===== src/rtl/bf_pkg.sv =====
// Shared types and defaults for the Bellman-Ford result drain stage.
package bf_pkg;

    localparam int          ADDR_W_DEF   = 13;
    localparam int          DIST_W_DEF   = 16;
    localparam logic [15:0] INF_DIST_DEF = 16'hFFFF;

    typedef enum logic [1:0] {
        ST_IDLE  = 2'd0,
        ST_READ  = 2'd1,
        ST_DRAIN = 2'd2,
        ST_DONE  = 2'd3
    } drain_state_e;

endpackage


===== src/rtl/bf_result_drain_if.sv =====
// Valid/ready stream carrying one distance beat with its node index.
interface bf_result_drain_if #(
    parameter int ADDR_W = 13,
    parameter int DIST_W = 16
);
    logic              valid;
    logic              ready;
    logic [DIST_W-1:0] data;
    logic [ADDR_W-1:0] index;
    logic              last;

    modport master (output valid, data, index, last, input ready);
    modport slave  (input valid, data, index, last, output ready);
endinterface


===== src/rtl/bf_drain_fifo.sv =====
// Small synchronous skid FIFO; push and pop in the same cycle are legal even when full.
module bf_drain_fifo #(
    parameter int DEPTH = 4,
    parameter int WIDTH = 30
) (
    input  logic             clock,
    input  logic             reset,
    input  logic             push,
    input  logic             pop,
    input  logic [WIDTH-1:0] wdata,
    output logic [WIDTH-1:0] rdata,
    output logic             full,
    output logic             empty,
    output logic             one
);
    localparam int             PW       = $clog2(DEPTH);
    localparam logic [PW:0]    FULL_CNT = (PW+1)'(DEPTH);
    localparam logic [PW:0]    ONE_CNT  = (PW+1)'(1);

    logic [WIDTH-1:0] mem_r [DEPTH];
    logic [PW:0]      wr_ptr_r;
    logic [PW:0]      rd_ptr_r;
    logic [PW:0]      count_s;

    assign count_s = wr_ptr_r - rd_ptr_r;
    assign full    = (count_s == FULL_CNT);
    assign empty   = (count_s == {(PW+1){1'b0}});
    assign one     = (count_s == ONE_CNT);
    assign rdata   = mem_r[rd_ptr_r[PW-1:0]];

    // Storage and pointers; storage is cleared so a reset stream reads as zero.
    always_ff @(posedge clock or negedge reset) begin
        if (!reset) begin
            wr_ptr_r <= {(PW+1){1'b0}};
            rd_ptr_r <= {(PW+1){1'b0}};
            for (int i = 0; i < DEPTH; i++) begin
                mem_r[i] <= {WIDTH{1'b0}};
            end
        end else begin
            if (push) begin
                mem_r[wr_ptr_r[PW-1:0]] <= wdata;
                wr_ptr_r                <= wr_ptr_r + ONE_CNT;
            end else begin
                wr_ptr_r <= wr_ptr_r;
            end
            if (pop) begin
                rd_ptr_r <= rd_ptr_r + ONE_CNT;
            end else begin
                rd_ptr_r <= rd_ptr_r;
            end
        end
    end
endmodule


===== src/rtl/bf_result_drain.sv =====
// Streams the Bellman-Ford distance table out of the output memory with node indices.
// Optional running checksum of delivered distances when RESULT_CHECKSUM_EN is defined.
module bf_result_drain
    import bf_pkg::*;
#(
    parameter int                ADDR_W     = ADDR_W_DEF,
    parameter int                DIST_W     = DIST_W_DEF,
    parameter logic [ADDR_W-1:0] BASE_ADDR  = {ADDR_W{1'b0}},
    parameter int                FIFO_DEPTH = 4,
    parameter logic [DIST_W-1:0] INF_DIST   = INF_DIST_DEF
) (
    input  logic                 clock,
    input  logic                 reset,
    input  logic                 start,
    input  logic [ADDR_W-1:0]    num_nodes,
    input  logic                 neg_cycle,
    output logic [ADDR_W-1:0]    OMAR,
    input  logic [DIST_W-1:0]    OMDR,
    bf_result_drain_if.master    out_if,
    output logic                 busy,
    output logic                 done,
    output logic [ADDR_W-1:0]    unreach_cnt,
    output logic                 neg_flag
`ifdef RESULT_CHECKSUM_EN
    ,
    output logic [DIST_W-1:0]    checksum
`endif
);
    localparam int                FW    = DIST_W + ADDR_W + 1;
    localparam logic [ADDR_W-1:0] ONE_A = {{(ADDR_W-1){1'b0}}, 1'b1};

    drain_state_e      state_r;
    drain_state_e      state_s;
    logic [ADDR_W-1:0] rd_idx_r;
    logic [ADDR_W-1:0] num_r;
    logic [ADDR_W-1:0] omar_r;
    logic [ADDR_W-1:0] unreach_r;
    logic              busy_r;
    logic              done_r;
    logic              neg_r;
    logic              accept_s;
    logic              push_s;
    logic              pop_s;
    logic              last_s;
    logic              fifo_full_s;
    logic              fifo_empty_s;
    logic              fifo_one_s;
    logic [FW-1:0]     wdata_s;
    logic [FW-1:0]     rdata_s;

    assign accept_s     = (state_r == ST_IDLE) && start;
    assign last_s       = (rd_idx_r == (num_r - ONE_A));
    assign wdata_s      = {OMDR, rd_idx_r, last_s};
    assign pop_s        = !fifo_empty_s && out_if.ready;
    assign out_if.valid = !fifo_empty_s;
    assign {out_if.data, out_if.index, out_if.last} = rdata_s;

    assign OMAR        = omar_r;
    assign busy        = busy_r;
    assign done        = done_r;
    assign unreach_cnt = unreach_r;
    assign neg_flag    = neg_r;

    bf_drain_fifo #(
        .DEPTH (FIFO_DEPTH),
        .WIDTH (FW)
    ) u_fifo (
        .clock (clock),
        .reset (reset),
        .push  (push_s),
        .pop   (pop_s),
        .wdata (wdata_s),
        .rdata (rdata_s),
        .full  (fifo_full_s),
        .empty (fifo_empty_s),
        .one   (fifo_one_s)
    );

    // Next-state and push decision.
    always_comb begin
        state_s = state_r;
        push_s  = 1'b0;
        case (state_r)
            ST_IDLE: begin
                if (start) begin
                    state_s = (neg_cycle || (num_nodes == {ADDR_W{1'b0}})) ? ST_DONE : ST_READ;
                end else begin
                    state_s = ST_IDLE;
                end
            end
            ST_READ: begin
                // A full FIFO still takes a beat when the sink drains one this cycle.
                push_s = !fifo_full_s || pop_s;
                if (push_s && last_s) begin
                    state_s = ST_DRAIN;
                end else begin
                    state_s = ST_READ;
                end
            end
            ST_DRAIN: begin
                if (fifo_empty_s || (fifo_one_s && pop_s)) begin
                    state_s = ST_DONE;
                end else begin
                    state_s = ST_DRAIN;
                end
            end
            ST_DONE: state_s = ST_IDLE;
            default: state_s = ST_IDLE;
        endcase
    end

    // State register with registered busy/done decodes.
    always_ff @(posedge clock or negedge reset) begin
        if (!reset) begin
            state_r <= ST_IDLE;
            busy_r  <= 1'b0;
            done_r  <= 1'b0;
        end else begin
            state_r <= state_s;
            busy_r  <= (state_s != ST_IDLE);
            done_r  <= (state_s == ST_DONE);
        end
    end

    // Run parameters, read index and memory address.
    always_ff @(posedge clock or negedge reset) begin
        if (!reset) begin
            num_r    <= {ADDR_W{1'b0}};
            neg_r    <= 1'b0;
            rd_idx_r <= {ADDR_W{1'b0}};
            omar_r   <= BASE_ADDR;
        end else if (accept_s) begin
            num_r    <= num_nodes;
            neg_r    <= neg_cycle;
            rd_idx_r <= {ADDR_W{1'b0}};
            omar_r   <= BASE_ADDR;
        end else if (push_s) begin
            rd_idx_r <= rd_idx_r + ONE_A;
            omar_r   <= BASE_ADDR + rd_idx_r + ONE_A;
        end else begin
            rd_idx_r <= rd_idx_r;
            omar_r   <= omar_r;
        end
    end

    // Saturating count of delivered unreachable distances.
    always_ff @(posedge clock or negedge reset) begin
        if (!reset) begin
            unreach_r <= {ADDR_W{1'b0}};
        end else if (accept_s) begin
            unreach_r <= {ADDR_W{1'b0}};
        end else if (pop_s && (out_if.data == INF_DIST) && (unreach_r != {ADDR_W{1'b1}})) begin
            unreach_r <= unreach_r + ONE_A;
        end else begin
            unreach_r <= unreach_r;
        end
    end

`ifdef RESULT_CHECKSUM_EN
    logic [DIST_W-1:0] sum_r;

    // Modular sum of delivered distances for the current run.
    always_ff @(posedge clock or negedge reset) begin
        if (!reset) begin
            sum_r <= {DIST_W{1'b0}};
        end else if (accept_s) begin
            sum_r <= {DIST_W{1'b0}};
        end else if (pop_s) begin
            sum_r <= sum_r + out_if.data;
        end else begin
            sum_r <= sum_r;
        end
    end

    assign checksum = sum_r;
`endif
endmodule


===== src/flat_wrapper.sv =====
// flat-port wrapper written by rule: the top's interface ports become plain ports
module bf_result_drain_flat import bf_pkg::*;
#(
    parameter int                ADDR_W     = ADDR_W_DEF,
    parameter int                DIST_W     = DIST_W_DEF,
    parameter logic [ADDR_W-1:0] BASE_ADDR  = {ADDR_W{1'b0}},
    parameter int                FIFO_DEPTH = 4,
    parameter logic [DIST_W-1:0] INF_DIST   = INF_DIST_DEF
)
  (clock, reset, start, num_nodes, neg_cycle, OMAR, OMDR, busy, done, unreach_cnt, neg_flag, out_if_valid, out_if_data, out_if_index, out_if_last, out_if_ready);
  bf_result_drain_if #(.ADDR_W(ADDR_W), .DIST_W(DIST_W)) out_if_i ();
  input  logic clock;
  input  logic reset;
  input  logic start;
  input  logic [ADDR_W-1:0] num_nodes;
  input  logic neg_cycle;
  output logic [ADDR_W-1:0] OMAR;
  input  logic [DIST_W-1:0] OMDR;
  output logic busy;
  output logic done;
  output logic [ADDR_W-1:0] unreach_cnt;
  output logic neg_flag;
  output wire logic [$bits(out_if_i.valid)-1:0] out_if_valid;
  output wire logic [$bits(out_if_i.data)-1:0] out_if_data;
  output wire logic [$bits(out_if_i.index)-1:0] out_if_index;
  output wire logic [$bits(out_if_i.last)-1:0] out_if_last;
  input wire logic [$bits(out_if_i.ready)-1:0] out_if_ready;
  assign out_if_valid = out_if_i.valid;
  assign out_if_data = out_if_i.data;
  assign out_if_index = out_if_i.index;
  assign out_if_last = out_if_i.last;
  assign out_if_i.ready = out_if_ready;
  bf_result_drain #(.ADDR_W(ADDR_W), .DIST_W(DIST_W), .BASE_ADDR(BASE_ADDR), .FIFO_DEPTH(FIFO_DEPTH), .INF_DIST(INF_DIST)) u_core (.clock(clock), .reset(reset), .start(start), .num_nodes(num_nodes), .neg_cycle(neg_cycle), .OMAR(OMAR), .OMDR(OMDR), .out_if(out_if_i), .busy(busy), .done(done), .unreach_cnt(unreach_cnt), .neg_flag(neg_flag));
endmodule

===== config.mk =====
export PLATFORM = sky130hd
export DESIGN_NAME = bf_result_drain_flat
export DESIGN_NICKNAME = d
export VERILOG_FILES = /design/src/rtl/bf_pkg.sv /design/src/rtl/bf_result_drain_if.sv /design/src/rtl/bf_drain_fifo.sv /design/src/rtl/bf_result_drain.sv /design/src/flat_wrapper.sv
export SDC_FILE = /design/constraint.sdc
export NUM_CORES = 1
export LEC_CHECK = 0
export ABC_CLOCK_PERIOD_IN_PS = 3600
export CORE_MARGIN = 2
export CORE_UTILIZATION = 45
export CTS_CLUSTER_DIAMETER = 60
export DETAILED_ROUTE_END_ITERATION = 8
export PLACE_DENSITY = 0.66
export SLEW_MARGIN = 30
export SYNTH_ARGS = -nofsm -noshare
export SYNTH_HDL_FRONTEND = slang
export SYNTH_SLANG_ARGS = --single-unit

===== constraint.sdc =====
create_clock -name clock -period 3.6 [get_ports clock]
set_clock_uncertainty 0.1 [all_clocks]
set_input_delay 0.72 -clock clock [delete_from_list [all_inputs] [get_ports clock]]
set_output_delay 0.72 -clock clock [all_outputs]
set_load 0.02 [all_outputs]

==> flow_summary.toml <==
[floorplanning]
die_h_microns = 138
die_w_microns = 138
rows = 49
coreArea_sq_um = 17800
die_area_sq_um = 19100
start_util = 0.455
io-pin-count = 94

[grt]
grt-busiest-layer = "met2"
grtUsageMet2 = 0.319
grt_max_degree = 99
grt_overflow_total = 0
use_met3 = 0.0492
grt_pass1_vias = 5558
track_usage = 0.195
grt_pass1_wl_microns = 29600
met1_usage = 0.266
antenna_found_initial = 0

[yosys]
synth_mux_area_frac = 0.248
yosysWarnings = 0
synth_edf_count = 0
mappedNetlistArea_sq_um = 8120
yosys.area_share.simple = 0.106
yosysUniqueCellTypes = 56
synth.area.top_cells = "dfrtp_1 (52%), mux2_2 (16%), mux4_2 (8.3%)"
seq_area_frac_synth = 0.524
synth_largest_area_cell = "dfrtp_1"
syn-instance-count = 633
synth_seq_cells = 170
avgSynthCellArea_sq_um = 12.8
synth_commonest_cells = "dfrtp_1 (170), mux2_2 (117), nand2_1 (57)"
synth_fp_nets = 677
synth_compound_area_frac = 0.0387
synth-xor-area-share = 0.0405
synth_top_family_by_area = "multiplexers"
synth_top_area_frac = 0.524
synth_fa_ha_area_frac = 0.0163
synthMostInstantiatedCell = "dfrtp_1"
async_reset_ff_frac = 1.00
synth_ff_type = "dfrtp_1"

[detailed_routing]
ant_nets = 0
drc = 0
drt_iter0_markers = 308
dr.pass1.iters = 4
vias_per_cell = 5.58
wire_per_inst_microns = 18.9
route.vias.total = 5363
drt_wl_total_microns = 18200

[layout]
multi_input_area_sq_um = 3650
fin_nets = 763
seq_area_sq_um = 4260
final_util = 0.554
fillers = 1439
syn2layout_area_growth_pct = 21.8
diodes = 0
drive_gt1_frac = 0.283

[sta]
tightest_slew_ps = 785
grt_setup_unrepaired = "no"
fin_crit_ps = 3360
tns_ps = 0
slew_headroom = 0.477
finalHoldViolations = 0
fin_crit_sh = 0.934
slew_viol_final = 0
fmax_ghz = 0.298
setup_violations = 0

[setup_path]
crit_type = "reg2out"
worst_setup_path_start_kind = "flop"
crit_fanout = 32
end_kind = "output pin"
critPathMaxStageDelay_ps = 640
crit_slowest_cell = "mux4_2"
crit_chain = "buf_4, mux4_2, clkdlybuf4s50_1"
cp_data_required_time_ps = 2780
rrSetupSlack_ps = 420
crit_arrival_ps = 2540

[status]
status = "completed"

[clock_tree]
cts_buffers = 17
cts_tree = "built"
clkSlewWorstSetupHoldPaths_ps = 70
holdBufCountCts = 0
cts_buffer_depth = 2
cts_setup_buffers = 0
h-tree-depth = 4
clock_latency_ps = 430
clock_tree.root_cell = "clkbuf_16"
clock_sinks = 170

[placed_design]
dpl.hpwl_microns = 12100
gp_congestion = 0.798
io_buffers = 93

[power]
peakVddDrop_uv = 554
power_leakage_uw = 0.00430
power.density_nw_per_um2 = 863

[min_path]
hold_class = "in2async"

[job]
cap_violations = 0
per-stage QoR:
step	instances	hold WS, ps	setup WS [ps]	area, sq um	power (uW)
2_1_floorplan	633	324	415	8120	5550
3_3_place_gp	929	361	532	9320	6710
3_5_place_dp	929	370	417	9320	6840
4_1_cts	961	317	64.5	9880	8610
5_1_grt	961	311	94.9	9890	9000
6_report	961	251	239	9890	8530
metal layers:
metal	part of all wire	wire [microns]
met1	0.46	8290
met2	0.49	8980
met3	0.042	771
met4	0.0085	155
met5	0	0
layout by cell type, fill, tap and decap left out, types with 5 or more instances in the layout:
cell             count
nor2_1              34
nand2b_1             5
clkdlybuf4s50_1     91
inv_1                9
xor2_1              18
clkbuf_16           17
nor3_1              13
and3_1               5
or3_1                6
mux2_2             117
ha_1                 9
nand3_1             17
nand4_1             11
xnor2_1             17
mux4_2              30
nor4_1               5
nand2_1             57
dfrtp_1            169
o21ai_0             12
buf_4               11
area by class of cell:
type	count	area share
flip-flops and latches	170	0.430
repair buffers	108	0.111
inverters	9	0.00342
clock buffers	17	0.0430
clock inverters	15	0.0137
well taps	229	0.0290
multi-input cells	413	0.369
path summary, 6_finish.rpt:
path                                            from                      end  cells past startpoint
setup / recovery           u_core.u_fifo.rd_ptr_r[0]          out_if_data[10]                      3
hold / removal                                 reset  u_core.u_fifo.mem_r[50]                      1
setup reg to reg           u_core.u_fifo.wr_ptr_r[0]   u_core.unreach_cnt[11]                      9
hold reg to reg              u_core.u_fifo.mem_r[30]  u_core.u_fifo.mem_r[30]                      2
max in group asynchronous                      reset    u_core.unreach_cnt[9]                      2
min in group clock           u_core.u_fifo.mem_r[30]  u_core.u_fifo.mem_r[30]                      2
repair_timing:
item | in CTS | in global routing
endpoints found under the setup margin | 0 | 1
resized for setup | 0 | 1
endpoints found under the hold margin | 0 | 0
report_power, final:
part | switching, uW | internal [uW] | leakage, uW
Combinational | 1910 | 1950 | 0.00185
Sequential | 420 | 2520 | 0.00218
Clock | 821 | 910 | 0.000269
critical path: cells and delay by family, from the launching register on:
family                 cells  cell delay (ps)
DFF                        1              350
buffers and inverters      2             1100
muxes                      1              640
kinds of logic after synthesis:
family                     Yosys count
DFF                                170
muxes                              149
and+or+nand+nor                    172
AOI/OAI and AO/OA                   46
adders and majority gates           10
xor gates and xnor gates            36
buffers and inverters               50
registers in the layout (all words and copies together), names as in the netlist:
name / flops
u_core.u_fifo.mem_r: 120
u_core.num_r: 13
u_core.rd_idx_r: 13
u_core.unreach_cnt: 13
u_core.u_fifo.rd_ptr_r: 3
u_core.u_fifo.wr_ptr_r: 3
u_core.state_r: 2
u_core.busy: 1
u_core.done: 1
u_core.neg_flag: 1
Power figures use the tool's default switching activity.
